[src/rtl/transform_stream_walker_if.sv]
// transform_stream_walker_if: character-pair output stream with backpressure and last-beat marker
interface transform_stream_walker_if #(
  parameter int CHAR_W = 8
) ();
  logic              out_valid;
  logic              out_ready;
  logic [CHAR_W-1:0] lhs;
  logic [CHAR_W-1:0] rhs;
  logic              out_last;
  modport master(output out_valid, lhs, rhs, out_last, input out_ready);
  modport slave(input out_valid, lhs, rhs, out_last, output out_ready);
endinterface

[src/rtl/transform_stream_walker.sv]
// transform_stream_walker: looks up {len,start} for a line, then streams len char pairs with backpressure
module transform_stream_walker #(
  parameter int CHAR_W    = 8,
  parameter int ADDR_W    = 8,
  parameter int LEN_W     = 8,
  parameter int LINE_W    = 8,
  parameter int NUM_LINES = 2
) (
  input  logic                    clk,
  input  logic                    rst,
  input  logic                    start,
  input  logic [LINE_W-1:0]       line,
  output logic                    busy,
  output logic [LINE_W-1:0]       lt_addr,
  input  logic [LEN_W+ADDR_W-1:0] lt_data,
  output logic                    mem_en,
  output logic [ADDR_W-1:0]       mem_addr,
  input  logic [2*CHAR_W-1:0]     mem_dout,
  transform_stream_walker_if.master os,
  output logic                    done,
  output logic                    err
);
  localparam int SW = (LEN_W > ADDR_W ? LEN_W : ADDR_W) + 1;
  typedef enum logic [2:0] {IDLE, LUT_REQ, LUT_CAP, STREAM, DRAIN} state_t;
  state_t state, state_nx;
  logic [LEN_W-1:0]          len_q, issue_cnt, beat_cnt, lt_len;
  logic [ADDR_W-1:0]         lt_start;
  logic [SW-1:0]             end_addr;
  logic [1:0][2*CHAR_W-1:0]  fifo;
  logic [1:0]                count;
  logic [2:0]                occ;
  logic                      rd_ptr, wr_ptr, inflight, done_nx, err_nx, bad, pop, last_issue, accept;
  assign {lt_len, lt_start} = lt_data;
  assign end_addr = SW'(lt_len) + SW'(lt_start);
  assign bad = 32'(lt_addr) >= 32'(NUM_LINES) || end_addr > (SW'(1) << ADDR_W);
  // a start arriving in the done cycle is dropped, as if the walk were still busy
  assign accept = state == IDLE && start && !done;
  assign busy = state != IDLE;
  assign os.out_valid = count != 2'd0;
  assign {os.lhs, os.rhs} = fifo[rd_ptr];
  assign os.out_last = os.out_valid && beat_cnt == len_q - LEN_W'(1);
  assign pop = os.out_valid && os.out_ready;
  // occupancy after this cycle's pop; a read is issued only if its data is sure to fit
  assign occ = 3'(count) + 3'(inflight) - 3'(pop);
  assign last_issue = issue_cnt == len_q - LEN_W'(1);
  assign mem_en = state == STREAM && occ < 3'd2;
  always_ff @(posedge clk) state <= rst ? IDLE : state_nx;
  always_comb begin
    state_nx = state;
    done_nx = 1'b0;
    err_nx = 1'b0;
    case (state)
      IDLE:    state_nx = accept ? LUT_REQ : IDLE;
      LUT_REQ: state_nx = LUT_CAP;
      LUT_CAP: begin
        state_nx = (bad || lt_len == '0) ? IDLE : STREAM;
        done_nx = bad || lt_len == '0;
        err_nx = bad;
      end
      STREAM:  state_nx = (mem_en && last_issue) ? DRAIN : STREAM;
      DRAIN: begin
        state_nx = (pop && os.out_last) ? IDLE : DRAIN;
        done_nx = pop && os.out_last;
      end
      default: state_nx = IDLE;
    endcase
  end
  always_ff @(posedge clk) begin
    if (rst) begin
      lt_addr <= '0;
      mem_addr <= '0;
      len_q <= '0;
      issue_cnt <= '0;
      beat_cnt <= '0;
      fifo <= '0;
      count <= '0;
      rd_ptr <= 1'b0;
      wr_ptr <= 1'b0;
      inflight <= 1'b0;
      done <= 1'b0;
      err <= 1'b0;
    end else begin
      done <= done_nx;
      err <= err_nx;
      inflight <= mem_en;
      count <= count + 2'(inflight) - 2'(pop);
      if (accept) lt_addr <= line;
      if (state == LUT_CAP) begin
        len_q <= lt_len;
        mem_addr <= lt_start;
        issue_cnt <= '0;
        beat_cnt <= '0;
      end
      if (mem_en) begin
        issue_cnt <= issue_cnt + LEN_W'(1);
        if (!last_issue) mem_addr <= mem_addr + ADDR_W'(1);
      end
      if (inflight) begin
        fifo[wr_ptr] <= mem_dout;
        wr_ptr <= !wr_ptr;
      end
      if (pop) begin
        rd_ptr <= !rd_ptr;
        beat_cnt <= beat_cnt + LEN_W'(1);
      end
    end
  end
endmodule

[src/flat_wrapper.sv]
// flat-port wrapper written by rule: the top's interface ports become plain ports
module transform_stream_walker_flat 
#(
  parameter int CHAR_W    = 8,
  parameter int ADDR_W    = 8,
  parameter int LEN_W     = 8,
  parameter int LINE_W    = 8,
  parameter int NUM_LINES = 2
)
  (clk, rst, start, line, busy, lt_addr, lt_data, mem_en, mem_addr, mem_dout, done, err, os_out_valid, os_lhs, os_rhs, os_out_last, os_out_ready);
  transform_stream_walker_if #(.CHAR_W(CHAR_W)) os_i ();
  input  logic clk;
  input  logic rst;
  input  logic start;
  input  logic [LINE_W-1:0] line;
  output logic busy;
  output logic [LINE_W-1:0] lt_addr;
  input  logic [LEN_W+ADDR_W-1:0] lt_data;
  output logic mem_en;
  output logic [ADDR_W-1:0] mem_addr;
  input  logic [2*CHAR_W-1:0] mem_dout;
  output logic done;
  output logic err;
  output wire logic [$bits(os_i.out_valid)-1:0] os_out_valid;
  output wire logic [$bits(os_i.lhs)-1:0] os_lhs;
  output wire logic [$bits(os_i.rhs)-1:0] os_rhs;
  output wire logic [$bits(os_i.out_last)-1:0] os_out_last;
  input wire logic [$bits(os_i.out_ready)-1:0] os_out_ready;
  assign os_out_valid = os_i.out_valid;
  assign os_lhs = os_i.lhs;
  assign os_rhs = os_i.rhs;
  assign os_out_last = os_i.out_last;
  assign os_i.out_ready = os_out_ready;
  transform_stream_walker #(.CHAR_W(CHAR_W), .ADDR_W(ADDR_W), .LEN_W(LEN_W), .LINE_W(LINE_W), .NUM_LINES(NUM_LINES)) u_core (.clk(clk), .rst(rst), .start(start), .line(line), .busy(busy), .lt_addr(lt_addr), .lt_data(lt_data), .mem_en(mem_en), .mem_addr(mem_addr), .mem_dout(mem_dout), .os(os_i), .done(done), .err(err));
endmodule
[config.mk]
export PLATFORM = sky130hd
export DESIGN_NAME = transform_stream_walker_flat
export DESIGN_NICKNAME = d
export VERILOG_FILES = /design/src/rtl/transform_stream_walker_if.sv /design/src/rtl/transform_stream_walker.sv /design/src/flat_wrapper.sv
export SDC_FILE = /design/constraint.sdc
export NUM_CORES = 1
export LEC_CHECK = 0
export CAP_MARGIN = 40
export CORE_ASPECT_RATIO = 0.7
export CORE_MARGIN = 1
export CORE_UTILIZATION = 45
export CTS_CLUSTER_SIZE = 40
export DETAILED_ROUTE_END_ITERATION = 6
export GPL_TIMING_DRIVEN = 0
export PLACE_DENSITY = 0.71
export REMOVE_ABC_BUFFERS = 1
export SLEW_MARGIN = 10
export SYNTH_ARGS = -nofsm -noshare
export SYNTH_HDL_FRONTEND = slang
export SYNTH_SLANG_ARGS = --single-unit
[constraint.sdc]
create_clock -name clk -period 9.8 [get_ports clk]
set_clock_uncertainty 0.1 [all_clocks]
set_input_delay 1.96 -clock clk [delete_from_list [all_inputs] [get_ports clk]]
set_output_delay 1.96 -clock clk [all_outputs]
set_load 0.01 [all_outputs]
==> metrics.cfg, run 1 <==
[floorplan]
rows=29
fp.dieW_um=118
core_um2=9140
fp.dieH_um=83.5
top_level_ports=82
die_area_um2=9880
initial_core_util=0.467

[synth]
synth_edf_count=0
synth_cells=512
syn_area_um2=4270
yosysTopAreaCell=dfxtp_1
synth.area.top_cells=dfxtp_1 (38%), nand2_1 (8.6%), a21oi_1 (7.7%)
postSynthAreaPerCell_um2=8.34
yosysTopAreaCellShare=0.385
async_flop_share=0
ys.flop_type=dfxtp_1
ys_ff_latch=82
synth_cell_types=55
ys_warn_count=0
ys_seq_area_frac=0.385

[sta]
layout_min_cycle_time_ns=7.53
tns_ns=0
worst_pin_slew_ns=0.874
drv_slew=0
final-setup-viol-count=0
slew_headroom=0.417
rsz0062_at_grt=false
timing.fmax_mhz=133
min_period_over_period=0.769
hold_viol=0

[cts]
post_cts_buffers=0
cts_tree=done
cts_buffers=9
cts_resized=0
cts.clk_slew.worst_paths_ns=0.06
cts_hold_buf=0
ctsLongestPathBuffers=2
h-tree-depth=3
clock-root-buffer=clkbuf_16
clk_latency_ns=0.34
clock-sinks=82

[critical_path]
critPathCaptureType=output port
critPathArrivalTime_ns=5.47
cp_max_fo=9
ff2ff_path_depth=14
rr_endpoint=u_core.mem_addr[6]
crit_type=input port to output port
r2r-start=u_core.count[1]
critPathRequiredTime_ns=7.74
crit_start=os_out_ready
startpoint_type=input port
crit_end=mem_en
rrSetupSlack_ns=5.45

[routing]
vias=3789
firstDrtPassIters=5
routed_via_density=5.36
postRouteAntennaNets=0
wl_um=10600
drt_iter0_drc=200
post_drt_wl_per_cell_um=14.9
drc=0

[grt]
grt_usage=0.214
grt_pass1_wl_um=17100
grt_pass1_vias=3567
grt_max_degree=83
grt-ovfl-total=0
antenna_found_initial=0

[status]
status=completed

[power_and_ir_drop]
p_per_area_nw_per_um2=175
ir_drop_uv=119
power.leakage_nw=2.01

[place]
place_area_um2=5140
gp_congestion=0.828
io_buffers=81
place_hpwl_um=7480

[final_layout]
final_layout_size_suffix_gt1_frac=0.0755
fin_area_um2=5470
area_growth_pct=28.1
final_common_cell=nand2_1
final_nets=638
diodes=0
layout_common_cells=nand2_1 (98), dfxtp_1 (82), clkdlybuf4s50_1 (80)

[worst_hold_path]
hp-class=flop to flop

[run]
cap_violations=0

## synthesized netlist by cell type, types with 3 or more instances
cell type / number
a211oi_1: 10
a21o_1: 6
a21oi_1: 66
a22oi_1: 3
and2_1: 5
buf_1: 5
clkbuf_1: 19
dfxtp_1: 82
ha_1: 14
inv_1: 11
mux2_2: 19
mux2i_1: 10
nand2_1: 98
nand2b_1: 4
nand3_1: 16
nand3b_1: 3
nand4b_1: 3
nor2_1: 43
nor2b_1: 5
nor3_1: 5
nor4_1: 4
o21ai_0: 12
or3_1: 3
xnor2_1: 17
xnor3_1: 5
xor2_1: 9
## through the flow
stage | worst slack, ns | power (W) | hold WS, ns | utilization | cells
after floorplan | 3.81 | 0.000510 | 0.327 | - | 485
after global placement | 2.35 | 0.000588 | 0.338 | 0.561 | 690
after detailed placement | 2.31 | 0.000595 | 0.347 | 0.562 | 691
after CTS | 2.31 | 0.000962 | 0.355 | 0.598 | 707
after global routing | 2.09 | 0.000998 | 0.372 | 0.598 | 707
final | 2.27 | 0.000955 | 0.355 | 0.598 | 707
## power breakdown
| part | switching [W] | internal (W) | leakage, nW | total, W |
|---|---|---|---|---|
| Combinational | 0.000102 | 0.000105 | 1.19 | 0.000208 |
| Sequential | 0.0000296 | 0.000351 | 0.663 | 0.000380 |
| Clock | 0.000135 | 0.000232 | 0.160 | 0.000367 |
| Total | 0.000267 | 0.000688 | 2.01 | 0.000955 |
## worst max-delay path: stages
cell and delay (ns):
clkdlybuf4s50_1 0.41, nand2_1 0.23, clkinv_1 0.32, ha_1 0.38, inv_1 0.04, ha_1 0.18, fa_1 0.37, xor2_1 0.15
nand4b_1 0.45, clkinv_1 0.39, clkdlybuf4s50_1 0.59
## worst min path at each step
stage | depth (start not counted) | to | slack (ns) | startpoint
2_1_floorplan | 2 | u_core.fifo[16] | 0.33 | u_core.fifo[16]
3_3_place_gp | 2 | u_core.fifo[21] | 0.34 | u_core.fifo[21]
3_5_place_dp | 2 | u_core.fifo[28] | 0.35 | u_core.fifo[28]
4_1_cts | 2 | u_core.fifo[28] | 0.36 | u_core.fifo[28]
5_1_grt | 2 | u_core.fifo[24] | 0.37 | u_core.fifo[24]
6_report | 2 | u_core.fifo[11] | 0.35 | u_core.fifo[11]
## layer usage
metal | GRT usage | up-vias | wire [µm] | part of all wire
met2 | 0.324 | 84 | 4630 | 0.44
met1 | 0.302 | 1796 | 5340 | 0.51
li1 | - | 1903 | - | -
met3 | 0.0601 | 6 | 534 | 0.051
met4 | 0.0518 | 0 | 65 | 0.0062
met5 | 0 | - | 0 | 0
## state kept, by name, summed over array words and instances, names as in the netlist
| name | cells |
|---|---|
| u_core.beat_cnt | 8 |
| u_core.count | 2 |
| u_core.done | 1 |
| u_core.err | 1 |
| u_core.fifo | 32 |
| u_core.inflight | 1 |
| u_core.issue_cnt | 8 |
| u_core.len_q | 8 |
| u_core.lt_addr | 8 |
| u_core.mem_addr | 8 |
| u_core.rd_ptr | 1 |
| u_core.state | 3 |
| u_core.wr_ptr | 1 |
## layout make-up
| cell class | instances | area (µm²) |
|---|---|---|
| inverter | 13 | 48.8 |
| multi-input combinational | 390 | 2470 |
| fill | 829 | 3680 |
| clock inverter | 5 | 86.3 |
| timing repair buffer | 82 | 820 |
| clock buffer | 11 | 243 |
| sequential | 82 | 1640 |
| tap | 124 | 155 |
## cells by family after synthesis
| family | share of synthesized area |
|---|---|
| AO/OA/AOI/OAI | 0.155 |
| XOR/XNOR | 0.0797 |
| adder cells (fa/ha/maj) | 0.0504 |
| buffers and inverters | 0.0366 |
| flip-flops | 0.385 |
| multiplexers | 0.0736 |
| AND/OR/NAND/NOR | 0.220 |
Note: power is estimated with default switching activity, not from simulation.
==> run 2, diff against run 1 <==
--- a/config.mk
+++ b/config.mk
@@ -12,7 +12,7 @@
 export CTS_CLUSTER_SIZE = 40
 export DETAILED_ROUTE_END_ITERATION = 6
 export GPL_TIMING_DRIVEN = 0
-export PLACE_DENSITY = 0.71
+export PLACE_DENSITY = 0.74
 export REMOVE_ABC_BUFFERS = 1
 export SLEW_MARGIN = 10
 export SYNTH_ARGS = -nofsm -noshare
==> constraint.sdc (replaced) <==
create_clock -name clk -period 6.15 [get_ports clk]
set_clock_uncertainty 0.1 [all_clocks]
set_input_delay 1.23 -clock clk [delete_from_list [all_inputs] [get_ports clk]]
set_output_delay 1.23 -clock clk [all_outputs]
set_load 0.01 [all_outputs]
==> run 2 against run 1 <==
  * Non-clock buffer count grew 3
  * Worst setup slack worse by 1.9 ns
  * Register-to-register slack got worse by 3.5 ns
  * Sequential cell count stayed put
  * First-iteration DRC count increased by 28%
  * Utilization is essentially flat
  * Total power is 57% higher
  * Die area did not move
  * Combinational power increased by 61%
  * Via count increased by 2.2%
  * Largest power group unchanged
==> metrics.cfg, run 2 (synthesis results as in run 1) <==
[status]
status=completed  ; unchanged

[floorplan]
rows=29  ; unchanged
initial_core_util=0.467  ; unchanged
top_level_ports=82  ; unchanged
fp.dieW_um=118  ; unchanged
fp.dieH_um=83.5  ; unchanged
die_area_um2=9880  ; unchanged
core_um2=9140  ; unchanged

[routing]
post_drt_wl_per_cell_um=14.9  ; about the same
wl_um=10500  ; was 10600 µm
drc=0  ; unchanged
routed_via_density=5.46  ; was 5.36
firstDrtPassIters=5  ; unchanged
postRouteAntennaNets=0  ; unchanged
vias=3874  ; was 3789
drt_iter0_drc=255  ; was 200

[final_layout]
regMostFlops=u_core.fifo  ; unchanged
multi_input_area_um2=2470  ; unchanged
diodes=0  ; unchanged
largest_reg_flops=32  ; unchanged
layout_common_cells=nand2_1 (98), dfxtp_1 (82), clkdlybuf4s50_1 (80)  ; unchanged
final_layout_size_suffix_gt1_frac=0.0769  ; was 0.0755
final.fill_count=825  ; was 829
seq_area_um2=1640  ; unchanged
final_nets=641  ; was 638
area_growth_pct=28.1  ; about the same
final_common_cell=nand2_1  ; unchanged

[sta]
final-setup-viol-count=0  ; unchanged
worst_slack_ns=0.391  ; was 2.27 ns
timing.fmax_mhz=174
rsz0062_at_grt=false  ; unchanged
tns_ns=0  ; unchanged
layout_min_cycle_time_ns=5.76
worst_pin_slew_ns=0.842  ; was 0.874 ns
drv_slew=0  ; unchanged
slew_headroom=0.439  ; was 0.417
hold_viol=0  ; unchanged
min_period_over_period=0.936

[worst_hold_path]
hp-class=flop to flop  ; unchanged

[critical_path]
critPathRequiredTime_ns=4.82  ; was 7.74 ns
critPathArrivalTime_ns=4.43  ; was 5.47 ns
crit_family=buffers and inverters  ; unchanged
rr_endpoint=u_core.mem_addr[4]  ; was u_core.mem_addr[6]
worst-path-buf-inv=5  ; unchanged
path_cells=clkdlybuf4s50_1 > nand2_1 > clkinv_1 > ha_1 > inv_1 > ha_1 > fa_1 > xor2_1 > nand4b_1 > clkinv_1 > clkdlybuf4s50_1  ; unchanged
crit_type=input port to output port  ; unchanged
critPathSlowestCell=clkdlybuf4s50_1  ; unchanged
cp_max_fo=9  ; unchanged
slowest_delay_ns=0.57  ; was 0.59 ns
crit_cells=11  ; unchanged
startpoint_type=input port  ; unchanged
rrSetupSlack_ns=1.99  ; was 5.45 ns
crit_start=os_out_ready  ; unchanged
critPathCaptureType=output port  ; unchanged
crit_end=mem_en  ; unchanged
ff2ff_path_depth=15  ; was 14
r2r-start=u_core.count[1]  ; unchanged

[grt]
grt_pass1_wl_um=17800  ; was 17100 µm
grt_pass1_vias=3766  ; was 3567
grt-ovfl-total=0  ; unchanged
met2_usage=0.355  ; was 0.324
use_met1=0.302  ; about the same
met3_usage=0.0628  ; was 0.0601
grt-busiest-layer=met2  ; unchanged
grt_max_degree=83  ; unchanged
grt_usage=0.225  ; was 0.214
antenna_found_initial=0  ; unchanged

[run]
cap_violations=0  ; unchanged

[power_and_ir_drop]
ir_drop_uv=148  ; was 119 µV
power.leakage_nw=2.01  ; about the same
p_per_area_nw_per_um2=274  ; was 175 nW/µm²

[cts]
cts_buffers=9  ; unchanged
cts_hold_buf=0  ; unchanged
clk_latency_ns=0.34  ; about the same
h-tree-depth=3  ; unchanged
ctsLongestPathBuffers=2  ; unchanged
clock-root-buffer=clkbuf_16  ; unchanged
clock-sinks=82  ; unchanged
cts.clk_slew.worst_paths_ns=0.06  ; about the same
cts_tree=done  ; unchanged

[place]
io_buffers=81  ; unchanged
post-place-ws_ns=0.153  ; was 2.31 ns
gp_congestion=0.923  ; was 0.828
place_hpwl_um=7520  ; was 7480 µm

==> run 2: power breakdown <==
part	total [W]	internal, W	switching, W
logic	0.000334	0.000169	0.000164
registers	0.000605	0.000559	0.0000463
clock network	0.000560	0.000355	0.000205
total	0.00150	0.00108	0.000416
==> run 2: per-stage QoR <==
step           hold slack [ns]  power, W  utilization  area (µm²)  cells
6_report                 0.354   0.00150        0.598        5470    709
5_1_grt                  0.368   0.00157        0.598        5470    709
4_1_cts                  0.354   0.00151        0.596        5450    706
3_5_place_dp             0.347  0.000948        0.562        5140    691
3_3_place_gp             0.338  0.000935        0.561        5130    690
2_1_floorplan            0.327  0.000813            -        4160    485
==> run 2: final cells by class <==
class,instances,share of cell area
multi-input combinational,390,0.452
sequential,82,0.300
timing repair buffer,85,0.154
clock buffer,11,0.0426
tap,124,0.0284
clock inverter,4,0.0140
inverter,13,0.00892
==> run 2: routing by layer <==
metal	wire length, µm	part of all wire	vias to the layer above
li1	-	-	1907
met1	5080	0.48	1865
met2	4830	0.46	92
met3	526	0.050	10
met4	112	0.011	0
met5	0	0	-
==> run 2: tightest hold or removal path: cells and delay by family, from the launching register on <==
kind / cells / cell delay, ns
flip-flops: 1 / 0.30
AND/OR/NAND/NOR: 1 / 0.05
AO/OA/AOI/OAI: 1 / 0.05
==> run 2: worst min-delay path by stage <==
| stage | from | endpoint | slack [ns] | cells after the start |
|---|---|---|---|---|
| after floorplan | u_core.fifo[16] | u_core.fifo[16] | 0.33 | 2 |
| after global placement | u_core.fifo[30] | u_core.fifo[30] | 0.34 | 2 |
| after detailed placement | u_core.fifo[28] | u_core.fifo[28] | 0.35 | 2 |
| after CTS | u_core.fifo[28] | u_core.fifo[28] | 0.35 | 2 |
| after global routing | u_core.fifo[20] | u_core.fifo[20] | 0.37 | 2 |
| final | u_core.fifo[18] | u_core.fifo[18] | 0.35 | 2 |
==> run 2: repair_timing <==
item	in CTS	in global routing
setup endpoints to repair	0	1
setup buffers	0	3
resized for setup	0	0
==> run 3, diff against run 2 <==
--- a/config.mk
+++ b/config.mk
@@ -9,12 +9,15 @@
 export CORE_ASPECT_RATIO = 0.7
 export CORE_MARGIN = 1
 export CORE_UTILIZATION = 45
+export CTS_CLUSTER_DIAMETER = 120
 export CTS_CLUSTER_SIZE = 40
 export DETAILED_ROUTE_END_ITERATION = 6
 export GPL_TIMING_DRIVEN = 0
 export PLACE_DENSITY = 0.74
 export REMOVE_ABC_BUFFERS = 1
+export SKIP_CTS_REPAIR_TIMING = 1
 export SLEW_MARGIN = 10
 export SYNTH_ARGS = -nofsm -noshare
 export SYNTH_HDL_FRONTEND = slang
 export SYNTH_SLANG_ARGS = --single-unit
+export TNS_END_PERCENT = 30
==> results of run 3 <==
No change in the layout: final DEF, timing and power equal those of run 2.
